`src/rtl/fibo_pkg.sv`:
```
// rtl/fibo_pkg.sv - shared state type and default widths for the Fibonacci sequence engine
// Contents:
//   fibo_state_t     FSM state encoding (IDLE, OP, DONE)
//   FIBO_IDX_W_DEF   default width of the requested index
//   FIBO_F_W_DEF     default width of seeds, datapath and result
package fibo_pkg;

   typedef enum logic [1:0] {
      IDLE = 2'd0,
      OP   = 2'd1,
      DONE = 2'd2
   } fibo_state_t;

   localparam int FIBO_IDX_W_DEF = 5;
   localparam int FIBO_F_W_DEF   = 20;

endpackage

```
`src/rtl/fibo_add_step.sv`:
```
// rtl/fibo_add_step.sv - one combinational recurrence step: next term and its overflow flag
// Build option: FIBO_SAT_EN (defined: saturate the new term to all-ones once overflow is seen;
//               undefined: the new term wraps modulo 2**F_W).
// Ports:
//   t0, t1     in   F_W  the two most recent terms
//   v0, v1     in   1    overflow flags belonging to t0, t1
//   next_t1    out  F_W  new term t0+t1 (wrapped or saturated)
//   next_v1    out  1    overflow flag belonging to next_t1
module fibo_add_step #(
   parameter int F_W = 20
) (
   input  logic [F_W-1:0] t0,
   input  logic [F_W-1:0] t1,
   input  logic           v0,
   input  logic           v1,
   output logic [F_W-1:0] next_t1,
   output logic           next_v1
);

   logic [F_W:0] full_sum;

   assign full_sum = {1'b0, t0} + {1'b0, t1};

   // A term is out of range if its own add carried or either operand already was.
   assign next_v1 = v0 | v1 | full_sum[F_W];

`ifdef FIBO_SAT_EN
   assign next_t1 = next_v1 ? {F_W{1'b1}} : full_sum[F_W-1:0];
`else
   assign next_t1 = full_sum[F_W-1:0];
`endif

endmodule

```
`src/rtl/fibo_seq_engine.sv`:
```
// rtl/fibo_seq_engine.sv - start/ready Fibonacci-style term generator with overflow flag and abort
// Build option: FIBO_SAT_EN (saturating datapath, handled inside fibo_add_step).
// Ports:
//   clk_i        in   1      clock, rising edge
//   rst_i        in   1      synchronous active-high reset
//   start_i      in   1      request, accepted only while ready_o=1
//   abort_i      in   1      cancel an in-flight computation (OP only)
//   idx_i        in   IDX_W  requested index n, sampled at accept
//   seed0_i      in   F_W    f(0), sampled at accept
//   seed1_i      in   F_W    f(1), sampled at accept
//   ready_o      out  1      high in IDLE only
//   done_tick_o  out  1      one-cycle pulse when f_o/ovf_o carry a new result
//   f_o          out  F_W    result f(n), held until the next completion
//   ovf_o        out  1      f(n) exceeded 2**F_W-1, held with f_o
module fibo_seq_engine
   import fibo_pkg::*;
#(
   parameter int IDX_W = FIBO_IDX_W_DEF,
   parameter int F_W   = FIBO_F_W_DEF
) (
   input  logic             clk_i,
   input  logic             rst_i,
   input  logic             start_i,
   input  logic             abort_i,
   input  logic [IDX_W-1:0] idx_i,
   input  logic [F_W-1:0]   seed0_i,
   input  logic [F_W-1:0]   seed1_i,
   output logic             ready_o,
   output logic             done_tick_o,
   output logic [F_W-1:0]   f_o,
   output logic             ovf_o
);

   fibo_state_t      state;
   logic [IDX_W-1:0] n;
   logic [F_W-1:0]   t0;
   logic [F_W-1:0]   t1;
   logic             v0;
   logic             v1;
   logic [F_W-1:0]   next_t1;
   logic             next_v1;

   fibo_add_step #(.F_W(F_W)) u_add_step (
      .t0      (t0),
      .t1      (t1),
      .v0      (v0),
      .v1      (v1),
      .next_t1 (next_t1),
      .next_v1 (next_v1)
   );

   // The result is taken from t0, so an overflowed look-ahead t1 never flags f(n).
   always_ff @(posedge clk_i) begin
      if (rst_i) begin
         state       <= IDLE;
         ready_o     <= 1'b1;
         done_tick_o <= 1'b0;
         f_o         <= '0;
         ovf_o       <= 1'b0;
         n           <= '0;
         t0          <= '0;
         t1          <= '0;
         v0          <= 1'b0;
         v1          <= 1'b0;
      end else begin
         done_tick_o <= 1'b0;
         case (state)
            IDLE: begin
               if (start_i) begin
                  n       <= idx_i;
                  t0      <= seed0_i;
                  t1      <= seed1_i;
                  v0      <= 1'b0;
                  v1      <= 1'b0;
                  ready_o <= 1'b0;
                  state   <= OP;
               end
            end
            OP: begin
               if (abort_i) begin
                  ready_o <= 1'b1;
                  state   <= IDLE;
               end else if (n == '0) begin
                  f_o   <= t0;
                  ovf_o <= v0;
                  state <= DONE;
               end else begin
                  t0 <= t1;
                  v0 <= v1;
                  t1 <= next_t1;
                  v1 <= next_v1;
                  n  <= n - IDX_W'(1);
               end
            end
            DONE: begin
               // Pulse and ready rise together as the FSM returns to IDLE.
               done_tick_o <= 1'b1;
               ready_o     <= 1'b1;
               state       <= IDLE;
            end
            default: begin
               ready_o <= 1'b1;
               state   <= IDLE;
            end
         endcase
      end
   end

endmodule

```
`config.mk`:
```
export PLATFORM = sky130hd
export DESIGN_NAME = fibo_seq_engine
export DESIGN_NICKNAME = d
export VERILOG_FILES = /design/src/rtl/fibo_pkg.sv /design/src/rtl/fibo_add_step.sv /design/src/rtl/fibo_seq_engine.sv
export SDC_FILE = /design/constraint.sdc
export NUM_CORES = 1
export LEC_CHECK = 0
export BUFFER_PORTS_ARGS = -buffer_cell sky130_fd_sc_hd__buf_2
export CORE_UTILIZATION = 35
export DETAILED_ROUTE_END_ITERATION = 8
export PLACE_DENSITY_LB_ADDON = 0.3
export SLEW_MARGIN = 20
export SYNTH_ARGS = -nofsm -noshare
export SYNTH_HDL_FRONTEND = slang
export SYNTH_HIERARCHICAL = 1
export SYNTH_SLANG_ARGS = --single-unit
export TNS_END_PERCENT = 100
```
`constraint.sdc`:
```
create_clock -name clk_i -period 5.9 [get_ports clk_i]
set_clock_uncertainty 0.1 [all_clocks]
set_input_delay 0.59 -clock clk_i [delete_from_list [all_inputs] [get_ports clk_i]]
set_output_delay 0.59 -clock clk_i [all_outputs]
set_load 0.1 [all_outputs]
```
==> metrics <==
outcome=completed; sequential share of the synthesized area=32.09%; unrepaired setup endpoints after global routing=false; netlist area before placement=0.004492 mm2; sum of buffers and inverters on the critical path=0; H-tree lvl count=3; post-cts gate resize count=0; origin of the critical flop-to-flop path=t0[0]; number of antenna violations at the first check in global routing=0; Final setup violation count=0; number of nets in the synthesized netlist=561; Setup crit end kind=flop; combinational family with the most area after synthesis=compound AO/OA/AOI/OAI gates; GRT Total Usage=18.55%; top-area cell type share of the netlist area=32.09%; total overflow reported by the global router=0; CTS tree=built; total number of placement rows=41; Synth Area in Adders=6.295%; TritonCTS Buffers=9; required time at the worst-slack endpoint=6.05 ns; kind of critical path=reg2reg; Final Wtd Congestion=0.9059; gate count of the mapped netlist=490; total of fill cells in the finished design=1252; syn_area_per_cell=9.167 um2; CTS Root Buffer Type=sky130_fd_sc_hd__clkbuf_16; routed length on met3=616 um; max-slew violations=0; Unique masters post-synth=55; count of inserted antenna diode cells=0; type of the tightest min-delay check=reg2reg; count of buffers added by post-CTS timing repair for setup=0; endpoint of the most critical register-to-register path=t1[16]; maximum number of pins on one net before global-route repair=84; final count of hold timing violations=0; crit path from=t0[0]; share of the clock period used by the worst path=48.40%; register bit total from synthesis=72; number of top-level design ports=72; Max Fclk=350.2 MHz; source-to-sink clock delay at the later pin of the worst-skew pair=0.34 ns; kind of cell adding the most delay to the critical path=compound AO/OA/AOI/OAI gates; starting density of the core=35.74%; full die area=0.01329 mm2; parity-gate share of the synthesized area counting xor and xnor cells=2.925%; Antenna Nets Post-Route=0; highest metal layer with signal wires=met4; Peak VDD IR=0.1310 mV; switching part of the total=31.10%; worst setup slack for register-to-register paths=3.04 ns; worst slew pin tran=1.029 ns; critical path endpoint=t1[16]; multi-input combinational cell area=0.002814 mm2; detailed placer's ending HPWL=8240 um; highest net fanout along the worst path=4; quantity of I/O buffers inserted on ports=71; number of synthesis warnings=6; power density of the placed cells=310.2 mW/mm2; wire length of the first global-routing pass=19000 um; worst slew margin relative to its limit=31.42%; share of power burned in the clock network=39.3%; violation count after the first detailed-route iteration=373; final instance area=0.005244 mm2; post-layout power=0.001627 W; final standard cell utilization of the core=41.72%; post-placement cell area=0.004897 mm2; number of max-cap violations=0; simple-gate share of the synthesized area=10.47%; Pint=0.001121 W; Routed WL=11790 um; asr flop ratio synth=0%; prevailing post-synth register cell=sky130_fd_sc_hd__dfxtp_1; share of cell area taken by muxes after synthesis=9.359%; TNS Setup=0 ns; total length of routed met2 wires=5247 um; Critical Path AT=3.00 ns; worst-case reg-to-reg path depth=9; number of hold buffers added after cts=0; Post-synth EDFFs=0; routed metal-1 wirelength=5667 um; Reg area=0.001441 mm2; cells along the critical path=ha_1 -> fa_1 -> a21o_1 -> a221oi_2 -> o21ai_2 -> a221o_1 -> xnor2_1 -> mux2i_1 -> a311oi_2; y dimension of the die=115.3 um; slowest stage cell on the critical path=sky130_fd_sc_hd__a221oi_2; Post-layout nets=605; type of origin of the critical path=flop; routed length per instance=16.58 um; Avg Vias per Cell=5.563; largest area contributor in the synthesized netlist=sky130_fd_sc_hd__dfxtp_1; proportion of layout cells with a drive suffix above 1=25.97%; share of total power in sequential cells=34.9%; Core Box Area=0.01257 mm2; total net switching power=0.0005060 W; complex-gate fraction of the synthesized area=33.26%; clock transition at the registers of the reported paths=0.06 ns; Area contributors post-synth=sky130_fd_sc_hd__dfxtp_1 32%, sky130_fd_sc_hd__a311oi_2 13%, sky130_fd_sc_hd__a21oi_1 9.4%, sky130_fd_sc_hd__mux2i_1 9.4%, sky130_fd_sc_hd__ha_1 5.8%; fraction of power consumed by combinational cells=25.9%; Clock Sinks=72; Min Hold Slack=0.3522 ns; CTS max path bufs=2; routed via count=3955; delay of the slowest critical-path stage=0.46 ns; DRC errors left=0; Final min period=2.855 ns; P&R area growth vs syn=16.74%; via count of the first global-routing pass=3724; die width=115.3 um; router iterations before antenna repair=5; leakage power total=2.195 nW; cell depth of the worst setup path=9
==> registers in the layout (all words and copies together) (netlist names) <==
signal,count
done_tick_o,1
ready_o,1
t1,20
v0,1
v1,1
state,2
n,5
t0,20
f_o,20
ovf_o,1
==> Yosys cell counts, types with 5 or more instances <==
cell	number
sky130_fd_sc_hd__a21o_1	9
sky130_fd_sc_hd__xor2_1	6
sky130_fd_sc_hd__a311oi_2	40
sky130_fd_sc_hd__nor2b_1	5
sky130_fd_sc_hd__a21oi_1	84
sky130_fd_sc_hd__nor2_1	10
sky130_fd_sc_hd__nand3_1	6
sky130_fd_sc_hd__dfxtp_1	72
sky130_fd_sc_hd__o21ai_0	12
sky130_fd_sc_hd__ha_1	21
sky130_fd_sc_hd__clkbuf_1	18
sky130_fd_sc_hd__inv_1	8
sky130_fd_sc_hd__mux2i_1	42
sky130_fd_sc_hd__xnor2_1	9
sky130_fd_sc_hd__nand2_1	55
sky130_fd_sc_hd__buf_2	18
sky130_fd_sc_hd__and3_1	5
sky130_fd_sc_hd__o211ai_1	7
==> power by group through the flow <==
stage	registers, W	clock network (W)	logic [W]
2_1_floorplan	0.000583	0	0.000323
3_3_place_gp	0.000576	0	0.000408
3_5_place_dp	0.000577	0	0.000416
4_1_cts	0.000567	0.000646	0.000418
5_1_grt	0.000573	0.000672	0.000462
6_report	0.000567	0.000639	0.000421
==> per-stage QoR <==
step                std cells  setup slack, ns
floorplan                 490            3.333
global placement          695            3.161
detailed placement        695            3.069
CTS                       711            3.053
global route              711            2.867
finish                    711            3.045
==> layout make-up <==
type	count	share of cell area, %
clock buffer	11	4.629
tap	172	4.104
clock inverter	5	1.980
inverter	9	0.6442
timing repair buffer	76	7.492
sequential	72	27.49
multi-input combinational	366	53.66
==> worst min path at each step <==
stage | start | endpoint | slack [ns] | cells after the start
floorplan | v0 | ovf_o | 0.34 | 2
global placement | f_o[6] | f_o[6] | 0.34 | 2
detailed placement | f_o[8] | f_o[8] | 0.35 | 2
CTS | f_o[8] | f_o[8] | 0.35 | 2
global route | f_o[7] | f_o[7] | 0.37 | 2
finish | f_o[8] | f_o[8] | 0.35 | 2
==> placed cells by master (no fill, tap or decap), types with 5 or more instances in the layout <==
cell / Yosys / final
sky130_fd_sc_hd__a21o_1: 9 / 8
sky130_fd_sc_hd__a21oi_1: 84 / 84
sky130_fd_sc_hd__a311oi_2: 40 / 40
sky130_fd_sc_hd__and3_1: 5 / 5
sky130_fd_sc_hd__buf_2: 18 / 71
sky130_fd_sc_hd__buf_4: 1 / 5
sky130_fd_sc_hd__clkbuf_16: 0 / 9
sky130_fd_sc_hd__dfxtp_1: 72 / 72
sky130_fd_sc_hd__ha_1: 21 / 21
sky130_fd_sc_hd__inv_1: 8 / 8
sky130_fd_sc_hd__mux2i_1: 42 / 42
sky130_fd_sc_hd__nand2_1: 55 / 55
sky130_fd_sc_hd__nand3_1: 6 / 6
sky130_fd_sc_hd__nor2_1: 10 / 10
sky130_fd_sc_hd__o211ai_1: 7 / 7
sky130_fd_sc_hd__o21ai_0: 12 / 12
sky130_fd_sc_hd__xnor2_1: 9 / 9
sky130_fd_sc_hd__xor2_1: 6 / 6
==> worst min-delay path: stages (launching register included) <==
cell and delay [ns]:
sky130_fd_sc_hd__dfxtp_1 0.31, sky130_fd_sc_hd__nand2_1 0.05, sky130_fd_sc_hd__a21oi_1 0.05
==> kinds of logic (layout without fill, tap and decap cells) <==
| kind of cell | count (synthesis) | count (layout) |
|---|---|---|
| adders and majority gates | 22 | 22 |
| AOI/OAI and AO/OA | 187 | 187 |
| xor gates and xnor gates | 15 | 15 |
| muxes | 42 | 42 |
| buffers and inverters | 52 | 101 |
| and+or+nand+nor | 100 | 100 |
| DFF | 72 | 72 |
==> metal layers <==
metal,vias to the layer above,track usage [%]
met5,-,0
met4,0,6.840
met3,17,3.954
met2,112,28.63
met1,1881,25.36
li1,1945,-
No activity file was read; power rests on OpenSTA's default activity.
